==> config.mk <==
export PLATFORM = sky130hd
export DESIGN_NAME = gpio_in_cond
export DESIGN_NICKNAME = d
export VERILOG_FILES = /design/src/rtl/gpio_in_cond.sv
export SDC_FILE = /design/constraint.sdc
export NUM_CORES = 1
export LEC_CHECK = 0
export ABC_AREA = 1
export BUFFER_PORTS_ARGS = -buffer_cell sky130_fd_sc_hd__buf_2
export CORE_MARGIN = 5
export CORE_UTILIZATION = 43
export CTS_BUF_LIST = sky130_fd_sc_hd__clkbuf_4
export CTS_CLUSTER_DIAMETER = 100
export DETAILED_ROUTE_END_ITERATION = 7
export HOLD_SLACK_MARGIN = 0.1
export PLACE_DENSITY = 0.75
export SKIP_LAST_GASP = 1
export SLEW_MARGIN = 5
export SYNTH_ARGS = -nofsm -noshare
export SYNTH_HDL_FRONTEND = slang
export SYNTH_SLANG_ARGS = --single-unit
export TNS_END_PERCENT = 10
==> constraint.sdc <==
create_clock -name clk_i -period 1.3 [get_ports clk_i]
set_input_delay 0.065 -clock clk_i [delete_from_list [all_inputs] [get_ports clk_i]]
set_output_delay 0.065 -clock clk_i [all_outputs]
set_load 0.01 [all_outputs]
==> src/rtl/gpio_in_cond.sv <==
// gpio_in_cond: pad input sync, optional debounce and per-bit irq detect.
// Debounce counters are compiled in only when GPIO_IN_DEBOUNCE_EN is defined.
module gpio_in_cond #(
    parameter int WIDTH    = 24,
    parameter int DB_CNT_W = 8
) (
    input  logic                clk_i,
    input  logic                rst_ni,
    input  logic [WIDTH-1:0]    i_gpio,
    input  logic [WIDTH-1:0]    db_en,
    input  logic [DB_CNT_W-1:0] db_limit,
    input  logic [WIDTH-1:0]    irq_en,
    input  logic [WIDTH-1:0]    irq_type,
    input  logic [WIDTH-1:0]    irq_pol,
    input  logic [WIDTH-1:0]    irq_clr,
    output logic [WIDTH-1:0]    gpio_in_o,
    output logic [WIDTH-1:0]    irq_status_o,
    output logic                irq_o
);

    logic [WIDTH-1:0] s1;
    logic [WIDTH-1:0] s2;
    logic [WIDTH-1:0] stable;
    logic [WIDTH-1:0] prev;
    logic [WIDTH-1:0] status;
    logic [WIDTH-1:0] rise;
    logic [WIDTH-1:0] fall;
    logic [WIDTH-1:0] edge_evt;
    logic [WIDTH-1:0] level_evt;
    logic [WIDTH-1:0] evt;

    always_ff @(posedge clk_i or negedge rst_ni) begin
        if (!rst_ni) begin
            s1 <= '0;
            s2 <= '0;
        end else begin
            s1 <= i_gpio;
            s2 <= s1;
        end
    end

`ifdef GPIO_IN_DEBOUNCE_EN
    for (genvar i = 0; i < WIDTH; i++) begin : g_db
        logic [DB_CNT_W-1:0] cnt;
        logic                stb;

        // A count above a freshly lowered limit is treated as reached.
        always_ff @(posedge clk_i or negedge rst_ni) begin
            if (!rst_ni) begin
                cnt <= '0;
                stb <= 1'b0;
            end else if (!db_en[i]) begin
                cnt <= '0;
                stb <= s2[i];
            end else if (s2[i] == stb) begin
                cnt <= '0;
            end else if (cnt >= db_limit) begin
                cnt <= '0;
                stb <= s2[i];
            end else begin
                cnt <= cnt + DB_CNT_W'(1);
            end
        end

        assign stable[i] = stb;
    end
`else
    logic unused_db;

    always_ff @(posedge clk_i or negedge rst_ni) begin
        if (!rst_ni) begin
            stable <= '0;
        end else begin
            stable <= s2;
        end
    end

    assign unused_db = ^{db_en, db_limit};
`endif

    always_ff @(posedge clk_i or negedge rst_ni) begin
        if (!rst_ni) begin
            prev <= '0;
        end else begin
            prev <= stable;
        end
    end

    assign rise      = stable & ~prev;
    assign fall      = ~stable & prev;
    assign edge_evt  = (irq_pol & rise) | (~irq_pol & fall);
    assign level_evt = (irq_pol & stable) | (~irq_pol & ~stable);
    assign evt       = ((irq_type & edge_evt) | (~irq_type & level_evt))
                       & irq_en;

    // Set has priority, so an active level keeps re-arming over a clear.
    always_ff @(posedge clk_i or negedge rst_ni) begin
        if (!rst_ni) begin
            status <= '0;
        end else begin
            status <= evt | (status & ~irq_clr);
        end
    end

    assign gpio_in_o    = stable;
    assign irq_status_o = status;
    assign irq_o        = |status;

endmodule

==> impl_metrics.toml, run 1 <==
[die]
ioPinCount = 203
fp.dieW_um = 108
row_count = 35
dieArea_um2 = 11600
fp.dieH_um = 108
core_um2 = 9280
initial_utilization_pct = 44.2

[synthesis]
avgSynthCellArea_um2 = 10.1
seq_area_frac_synth_pct = 73.1
ys.warnings.count = 0
synthCells = 406
yosysTopAreaCell = "dfrtp_1"
synth_nets = 560
netlist_top_cells_area = "dfrtp_1 (73%), nand2_1 (16%), inv_1 (4.4%), nor2_1 (3.6%), nand3_1 (3.0%)"
yosys.cell_types.count = 5
synth-seq-cells = 120
synthesis.area_um2 = 4110
synth_top_cell_area_share_pct = 73.1

[sta]
finClkSkew_ns = 0.0124
finalMaxSlewViolations = 0
min_period_over_period_pct = 116
tightest_slew_ns = 0.836
hold_violations = 0
fmax_ghz = 0.661
slew_headroom_pct = 44.2
finalSetupViolCount = 3
rsz0062_at_grt = "yes"
fin_ws_ns = -0.212
period_minus_slack_ns = 1.51
tns_ns = -0.251

[worst_setup_path]
cp.required_ns = 1.24
reg2regPathDepth = 5
start_kind = "register"
regToRegSetupSlack_ns = -0.01
r2r-end = "irq_status_o[22]$_DFF_PN0_"
r2r_start = "gpio_in_o[22]$_DFF_PN0_"
cp_max_fo = 3
worst_ep_arrival_time_ns = 1.45
end_kind = "output port"
critPathKind = "reg2out"

[route]
drt_first_iter_violations = 222
vias = 3916
postRouteWirelength_um = 12600
post_drt_wl_per_cell_um = 14.4
viasPerCell = 4.48
dr.pass1.iters = 4
detail-route-antenna-nets = 0
drc = 0

[status]
status = "complete, but fails checks"
violations = "setup timing"

[layout]
final_nets = 887
syn_to_final_growth_pct = 66.3
diodes = 0
drive_gt1_share_pct = 28.9
fin_cells = 874
final_util_pct = 73.6

[cts]
cts_buffers = 17
path_clk_slew_ns = 0.11
cts_htree_levels = 4
clk_latency_ns = 0.48
cts_buffer_depth = 2
clock-root-buffer = "clkbuf_4"
numClockSinks = 120
cts_tree = "yes"

[min_path]
holdCritPathClass = "in2reg"
hold_depth = 2
min_to = "s1[18]$_DFF_PN0_"
worstHoldStart = "i_gpio[18]"

[placement]
dp_cells = 709
post-place-ws_ns = 0.194
dpl.hpwl_um = 6850
port_buffers = 170
globalplace.congestion = 0.807

[global_routing]
antenna_found_initial = 0
grt_pass1_vias = 4297
grt_pass1_wl_um = 20100
grt-ovfl-total = 0
grt_use_total_pct = 22.6
grt_max_degree = 33

[flow_run]
drv_cap = 0

[power]
peakVddDrop_mv = 1.12
p_leak_uw = 0.00372
total_power_uw = 8100
cellPowerDensity_nw_per_um2 = 1190
-- layout by cell type (no fill, tap or decap), drive strengths merged --
cell / n
nand3: 25
clkinv: 7
dlygate4sd3: 124
nand2: 174
buf: 183
inv: 48
dfrtp: 120
dlymetal6s4s: 1
clkinvlp: 3
bufinv: 4
clkbuf: 17
nor2: 39
-- layer usage --
layer  part of all wire, %  global-route usage (%)  up-vias
li1                      -                       -     1873
met1                    35                    22.5     1833
met2                    54                    42.1      170
met3                   7.4                    8.40       40
met4                   3.3                    8.93        0
met5                     0                       0        -
-- worst max-delay path, cell delays in order (launching register included) --
cell and delay, ns:
dfrtp_1 0.42, nor2_1 0.12, nand2_1 0.11, nor2_2 0.11, nand3_1 0.07, buf_2 0.14
-- power breakdown --
part	internal (uW)	switching, uW	total (uW)	leakage, uW
logic	628	521	1150	0.00214
clock network	1500	1350	2840	0.000158
registers	3960	143	4100	0.00142
total	6090	2010	8100	0.00372
-- per-stage QoR --
step | cell area [um^2] | hold WS, ns
after floorplan | 4110 | -0.231
after global placement | 5190 | -0.0161
after detailed placement | 5190 | -0.0153
after CTS | 6780 | 0.165
after global routing | 6830 | 0.176
final | 6830 | 0.219
-- logic make-up after synthesis --
logic type | synth area share (%)
buffers and inverters | 4.39
and+or+nand+nor | 22.5
DFF | 73.1
-- sequential cells by signal, summed over array words and instances (netlist names) --
register      count
gpio_in_o        24
irq_status_o     24
prev             24
s1               24
s2               24
-- layout make-up --
type | instances | area, um^2
clock buffer | 17 | 128
clock inverter | 14 | 183
fill | 594 | 2450
inverter | 48 | 180
multi-input combinational | 238 | 932
sequential | 120 | 3000
tap | 129 | 161
timing repair buffer | 308 | 2240
-- Yosys cell counts --
| master | instances |
|---|---|
| nand2_1 | 174 |
| dfrtp_1 | 120 |
| nand3_1 | 25 |
| inv_1 | 48 |
| nor2_1 | 39 |
-- what timing repair did --
action,in CTS,in global routing
buffers inserted,3,6
endpoints found under the hold margin,168,0
resized for setup,2,2
hold buffers,125,0
pin swaps,2,2
gates cloned,0,0
setup endpoints to repair,1,24
-- how the worst max path moves through the flow --
stage | slack [ns] | startpoint | to
5_1_grt | -0.34 | irq_status_o[4]$_DFF_PN0_ | irq_o
3_3_place_gp | 0.20 | irq_status_o[5]$_DFF_PN0_ | irq_o
4_1_cts | -0.29 | irq_status_o[23]$_DFF_PN0_ | irq_o
3_5_place_dp | 0.19 | irq_status_o[5]$_DFF_PN0_ | irq_o
2_1_floorplan | 0.46 | irq_status_o[6]$_DFF_PN0_ | irq_o
6_report | -0.21 | irq_status_o[19]$_DFF_PN0_ | irq_o
Power figures use the tool's default switching activity.
==> run 2: changes to the inputs <==
--- a/config.mk
+++ b/config.mk
@@ -8,12 +8,12 @@
 export ABC_AREA = 1
 export BUFFER_PORTS_ARGS = -buffer_cell sky130_fd_sc_hd__buf_2
 export CORE_MARGIN = 5
-export CORE_UTILIZATION = 43
+export CORE_UTILIZATION = 45
 export CTS_BUF_LIST = sky130_fd_sc_hd__clkbuf_4
 export CTS_CLUSTER_DIAMETER = 100
 export DETAILED_ROUTE_END_ITERATION = 7
 export HOLD_SLACK_MARGIN = 0.1
-export PLACE_DENSITY = 0.75
+export PLACE_DENSITY = 0.78
 export SKIP_LAST_GASP = 1
 export SLEW_MARGIN = 5
 export SYNTH_ARGS = -nofsm -noshare
==> impl_metrics.toml, run 2 (synthesized netlist as in run 1, its figures left out) <==
[global_routing]
antenna_found_initial = 0
grt_pass1_wl_um = 20300
grt-ovfl-total = 0
grt_use_total_pct = 23.3
grt_pass1_vias = 4445
grt_max_degree = 52

[die]
core_um2 = 8810
fp.dieW_um = 106
dieArea_um2 = 11100
ioPinCount = 203
fp.dieH_um = 106
row_count = 34
initial_utilization_pct = 46.6

[sta]
tns_ns = -0.341
rsz0062_at_grt = "yes"
fmax_ghz = 0.633
finalSetupViolCount = 2
min_period_over_period_pct = 121
finClkSkew_ns = 0.0143
tightest_slew_ns = 0.596
slew_headroom_pct = 60.2
finalMaxSlewViolations = 0
fin_ws_ns = -0.279
holdWs_ns = 0.219
period_minus_slack_ns = 1.58
hold_violations = 0

[layout]
drive_gt1_share_pct = 28.8
diodes = 0
fillers = 541
final_util_pct = 76.5
layout_common_cells = "nand2_1 (174), buf_2 (169), dlygate4sd3_1 (124)"
syn_to_final_growth_pct = 64.1
final_nets = 883
final_common_cell = "nand2_1"

[route]
post_drt_wl_per_cell_um = 14.8
drc = 0
dr.pass1.iters = 4
postRouteWirelength_um = 12600
drt_first_iter_violations = 208
viasPerCell = 4.72
detail-route-antenna-nets = 0
vias = 4016

[cts]
cts_tree = "yes"
clk_latency_ns = 0.47
cts_htree_levels = 4
path_clk_slew_ns = 0.11
numClockSinks = 120
clock-root-buffer = "clkbuf_4"
cts_buffer_depth = 2
cts_buffers = 17

[power]
cellPowerDensity_nw_per_um2 = 1160
peakVddDrop_mv = 0.890
p_leak_uw = 0.00368

[worst_setup_path]
max_stage_delay_ns = 0.43
critPathTopFamily = "simple AND/OR/NAND/NOR gates"
cp_slowest_cell = "dfrtp_1"
crit_top_cell = "nor2_2"
start_kind = "register"
cp.required_ns = 1.24
worst_ep_arrival_time_ns = 1.51
critPathKind = "reg2out"
crit_buf_inv = 1
end_kind = "output port"
cp_max_fo = 2
path_cells = "nor2_2, nand2_1, nor2_2, nand3_1, buf_2"

[placement]
port_buffers = 170
globalplace.congestion = 0.750
dpl.hpwl_um = 6860

[min_path]
holdCritPathClass = "in2reg"

[status]
status = "complete, but fails checks"
violations = "setup timing"

[flow_run]
drv_cap = 0
[run 2: cell types whose count changed in the layout (fill, tap and decap cells not counted)]
cell	delta
buf_4	-3
inv_6	+3
bufinv_16	-2
clkinv_2	-1
clkinv_4	+1
dlymetal6s4s_1	-1
nor2_1	-1
nor2_2	+1
[run 2: worst reg2reg max path, delay by kind of cell, from the launching register on]
kind	cells	cell delay [ns]
flip-flops	1	0.43
buffers and inverters	1	0.08
AND/OR/NAND/NOR	5	0.30
[run 2: metrics by stage]
stage | instance area, um^2 | power (uW) | std cells | setup slack, ns
final | 6740 | 7790 | 850 | -0.279
after global routing | 6740 | 8210 | 850 | -0.409
after CTS | 6720 | 7810 | 848 | -0.291
after detailed placement | 5160 | 4930 | 687 | 0.198
after global placement | 5160 | 4890 | 687 | 0.212
after floorplan | 4110 | 4440 | 406 | 0.463
[run 2: repair_timing]
action / 4_1_cts / 5_1_grt
endpoints found under the hold margin: 168 / 0
setup endpoints to repair: 1 / 2
pin swaps: 4 / 1
gates cloned: 0 / 0
buffers inserted: 5 / 2
hold buffers: 124 / 0
resized for setup: 3 / 1
[run 2: layer usage]
| layer | vias to the layer above | global-route usage, % | part of all wire [%] |
|---|---|---|---|
| li1 | 1880 | - | - |
| met1 | 1887 | 23.3 | 35 |
| met2 | 198 | 43.4 | 55 |
| met3 | 51 | 6.66 | 6.3 |
| met4 | 0 | 12.2 | 4.0 |
| met5 | - | 0 | 0 |
[run 2: area by class of cell]
cell class	instances	area [um^2]	area share, %
Clock inverter	15	153	2.26
Tap cell	108	135	2.00
Multi-Input combinational cell	238	935	13.9
Sequential cell	120	3000	44.6
Timing Repair Buffer	304	2210	32.7
Clock buffer	17	128	1.89
Inverter	48	180	2.67
[run 2: path summary, 6_finish.rpt]
path,start,end,slack (ns),cells past startpoint
worst max-delay path,irq_status_o[23]$_DFF_PN0_,irq_o,-0.28,5
worst min-delay path,i_gpio[12],s1[12]$_DFF_PN0_,0.22,2
worst max register to register,prev[2]$_DFF_PN0_,irq_status_o[2]$_DFF_PN0_,0.38,6
worst min register to register,s2[17]$_DFF_PN0_,gpio_in_o[17]$_DFF_PN0_,0.35,0
max in group asynchronous,rst_ni,gpio_in_o[2]$_DFF_PN0_,0.21,3
min in group asynchronous,rst_ni,s1[22]$_DFF_PN0_,0.69,3
[run 2: where the power goes]
| group | internal, uW | switching [uW] |
|---|---|---|
| clock network | 1150 | 1400 |
| logic | 617 | 518 |
| registers | 3960 | 150 |
| total | 5720 | 2070 |
==> run 3: changes to the inputs <==
--- a/config.mk
+++ b/config.mk
@@ -14,6 +14,7 @@
 export DETAILED_ROUTE_END_ITERATION = 7
 export HOLD_SLACK_MARGIN = 0.1
 export PLACE_DENSITY = 0.78
+export SETUP_SLACK_MARGIN = 0.15
 export SKIP_LAST_GASP = 1
 export SLEW_MARGIN = 5
 export SYNTH_ARGS = -nofsm -noshare
==> impl_metrics.toml, run 3 (synthesized netlist as in run 1, its figures left out) <==
[sta]
min_period_over_period_pct = 120
finClkSkew_ns = 0.0224
tightest_slew_ns = 0.609
holdWs_ns = 0.207
finalSetupViolCount = 1
fin_ws_ns = -0.255
fmax_ghz = 0.643
slew_headroom_pct = 59.3
rsz0062_at_grt = "yes"
tns_ns = -0.255
finalMaxSlewViolations = 0
period_minus_slack_ns = 1.55
hold_violations = 0

[cts]
clk_latency_ns = 0.48
path_clk_slew_ns = 0.13
cts_tree = "yes"
cts_buffers = 17
clock-root-buffer = "clkbuf_4"
numClockSinks = 120
cts_htree_levels = 4
cts_buffer_depth = 2

[global_routing]
grt_pass1_vias = 4438
grt_use_total_pct = 23.4
grt-ovfl-total = 0
antenna_found_initial = 0
grt_pass1_wl_um = 20200
grt_max_degree = 52

[layout]
fillers = 516
ff_latch_area_um2 = 3000
final_common_cell = "nand2_1"
syn_to_final_growth_pct = 65.5
drive_gt1_share_pct = 29.3
final_nets = 888
multi_input_area_um2 = 935
diodes = 0
layout_common_cells = "nand2_1 (174), buf_2 (166), dlygate4sd3_1 (124)"

[die]
ioPinCount = 203
fp.dieH_um = 106
row_count = 34
core_um2 = 8810
dieArea_um2 = 11100
fp.dieW_um = 106
initial_utilization_pct = 46.6

[route]
viasPerCell = 4.66
post_drt_wl_per_cell_um = 14.9
vias = 3988
drc = 0
detail-route-antenna-nets = 0
dr.pass1.iters = 4
drt_first_iter_violations = 219
postRouteWirelength_um = 12800

[flow_run]
drv_cap = 0

[worst_setup_path]
regToRegSetupSlack_ns = 0.29
start_kind = "register"
worst_ep_arrival_time_ns = 1.49
r2r_start = "gpio_in_o[6]$_DFF_PN0_"
cp_max_fo = 2
cp.required_ns = 1.24
setup.worst_path.start = "irq_status_o[22]$_DFF_PN0_"
end_kind = "output port"
critPathKind = "reg2out"

[min_path]
holdCritPathClass = "in2reg"
worstHoldStart = "i_gpio[19]"

[power]
peakVddDrop_mv = 0.932
total_power_uw = 7850
p_leak_uw = 0.00371
cellPowerDensity_nw_per_um2 = 1150

[placement]
dpl.hpwl_um = 6860
port_buffers = 170
post-place-ws_ns = 0.198
globalplace.congestion = 0.750

[status]
violations = "setup timing"
status = "complete, but fails checks"
-- run 3: cell count changes in the layout (fill, tap and decap cells not counted) --
| cell | previous run | this run |
|---|---|---|
| buf_4 | 8 | 12 |
| buf_6 | 0 | 4 |
| buf_2 | 169 | 166 |
-- run 3: worst max-delay path, cell delays in order, from the launching register on --
cell	delay, ns
dfrtp_1	0.42
nor2_2	0.16
nand2_1	0.10
nor2_2	0.10
nand3_1	0.09
buf_2	0.15
-- run 3: layout make-up --
class | count | share of cell area [%]
Tap cell | 108 | 1.99
Clock buffer | 17 | 1.88
Inverter | 48 | 2.65
Clock inverter | 15 | 2.24
Multi-Input combinational cell | 238 | 13.7
Timing Repair Buffer | 309 | 33.3
Sequential cell | 120 | 44.2
-- run 3: per-stage QoR --
step                std cells  util, %  area, um^2
CTS                       851     76.6        6750
detailed placement        687     58.6        5160
finish                    855     77.2        6800
floorplan                 406        -        4110
global route              855     77.2        6800
global placement          687     58.6        5160
-- run 3: timing repair --
item	in CTS	in global routing
setup buffers	8	4
gates resized for setup	3	5
endpoints found under the setup margin	40	62
hold buffers	124	0
hold endpoints to repair	168	0
pin swaps	4	1
-- run 3: final timing paths --
check,cells after the start,end
max,5,irq_o
min in group asynchronous,3,s1[22]$_DFF_PN0_
max in group asynchronous,3,gpio_in_o[2]$_DFF_PN0_
max reg2reg,6,irq_status_o[6]$_DFF_PN0_
min reg2reg,0,gpio_in_o[17]$_DFF_PN0_
min,2,s1[19]$_DFF_PN0_
-- run 3: metal layers --
metal	GRT usage [%]	share of wire, %	wire length (um)
met1	22.7	34	4350
met5	0	0	0
met2	44.2	55	7090
met4	12.8	3.8	491
met3	6.97	6.6	842
-- run 3: report_power, final --
part           switching [uW]  internal (uW)  total (uW)
Sequential                144           3960        4100
Clock                    1420           1150        2560
Combinational             535            644        1180
Total                    2100           5750        7850
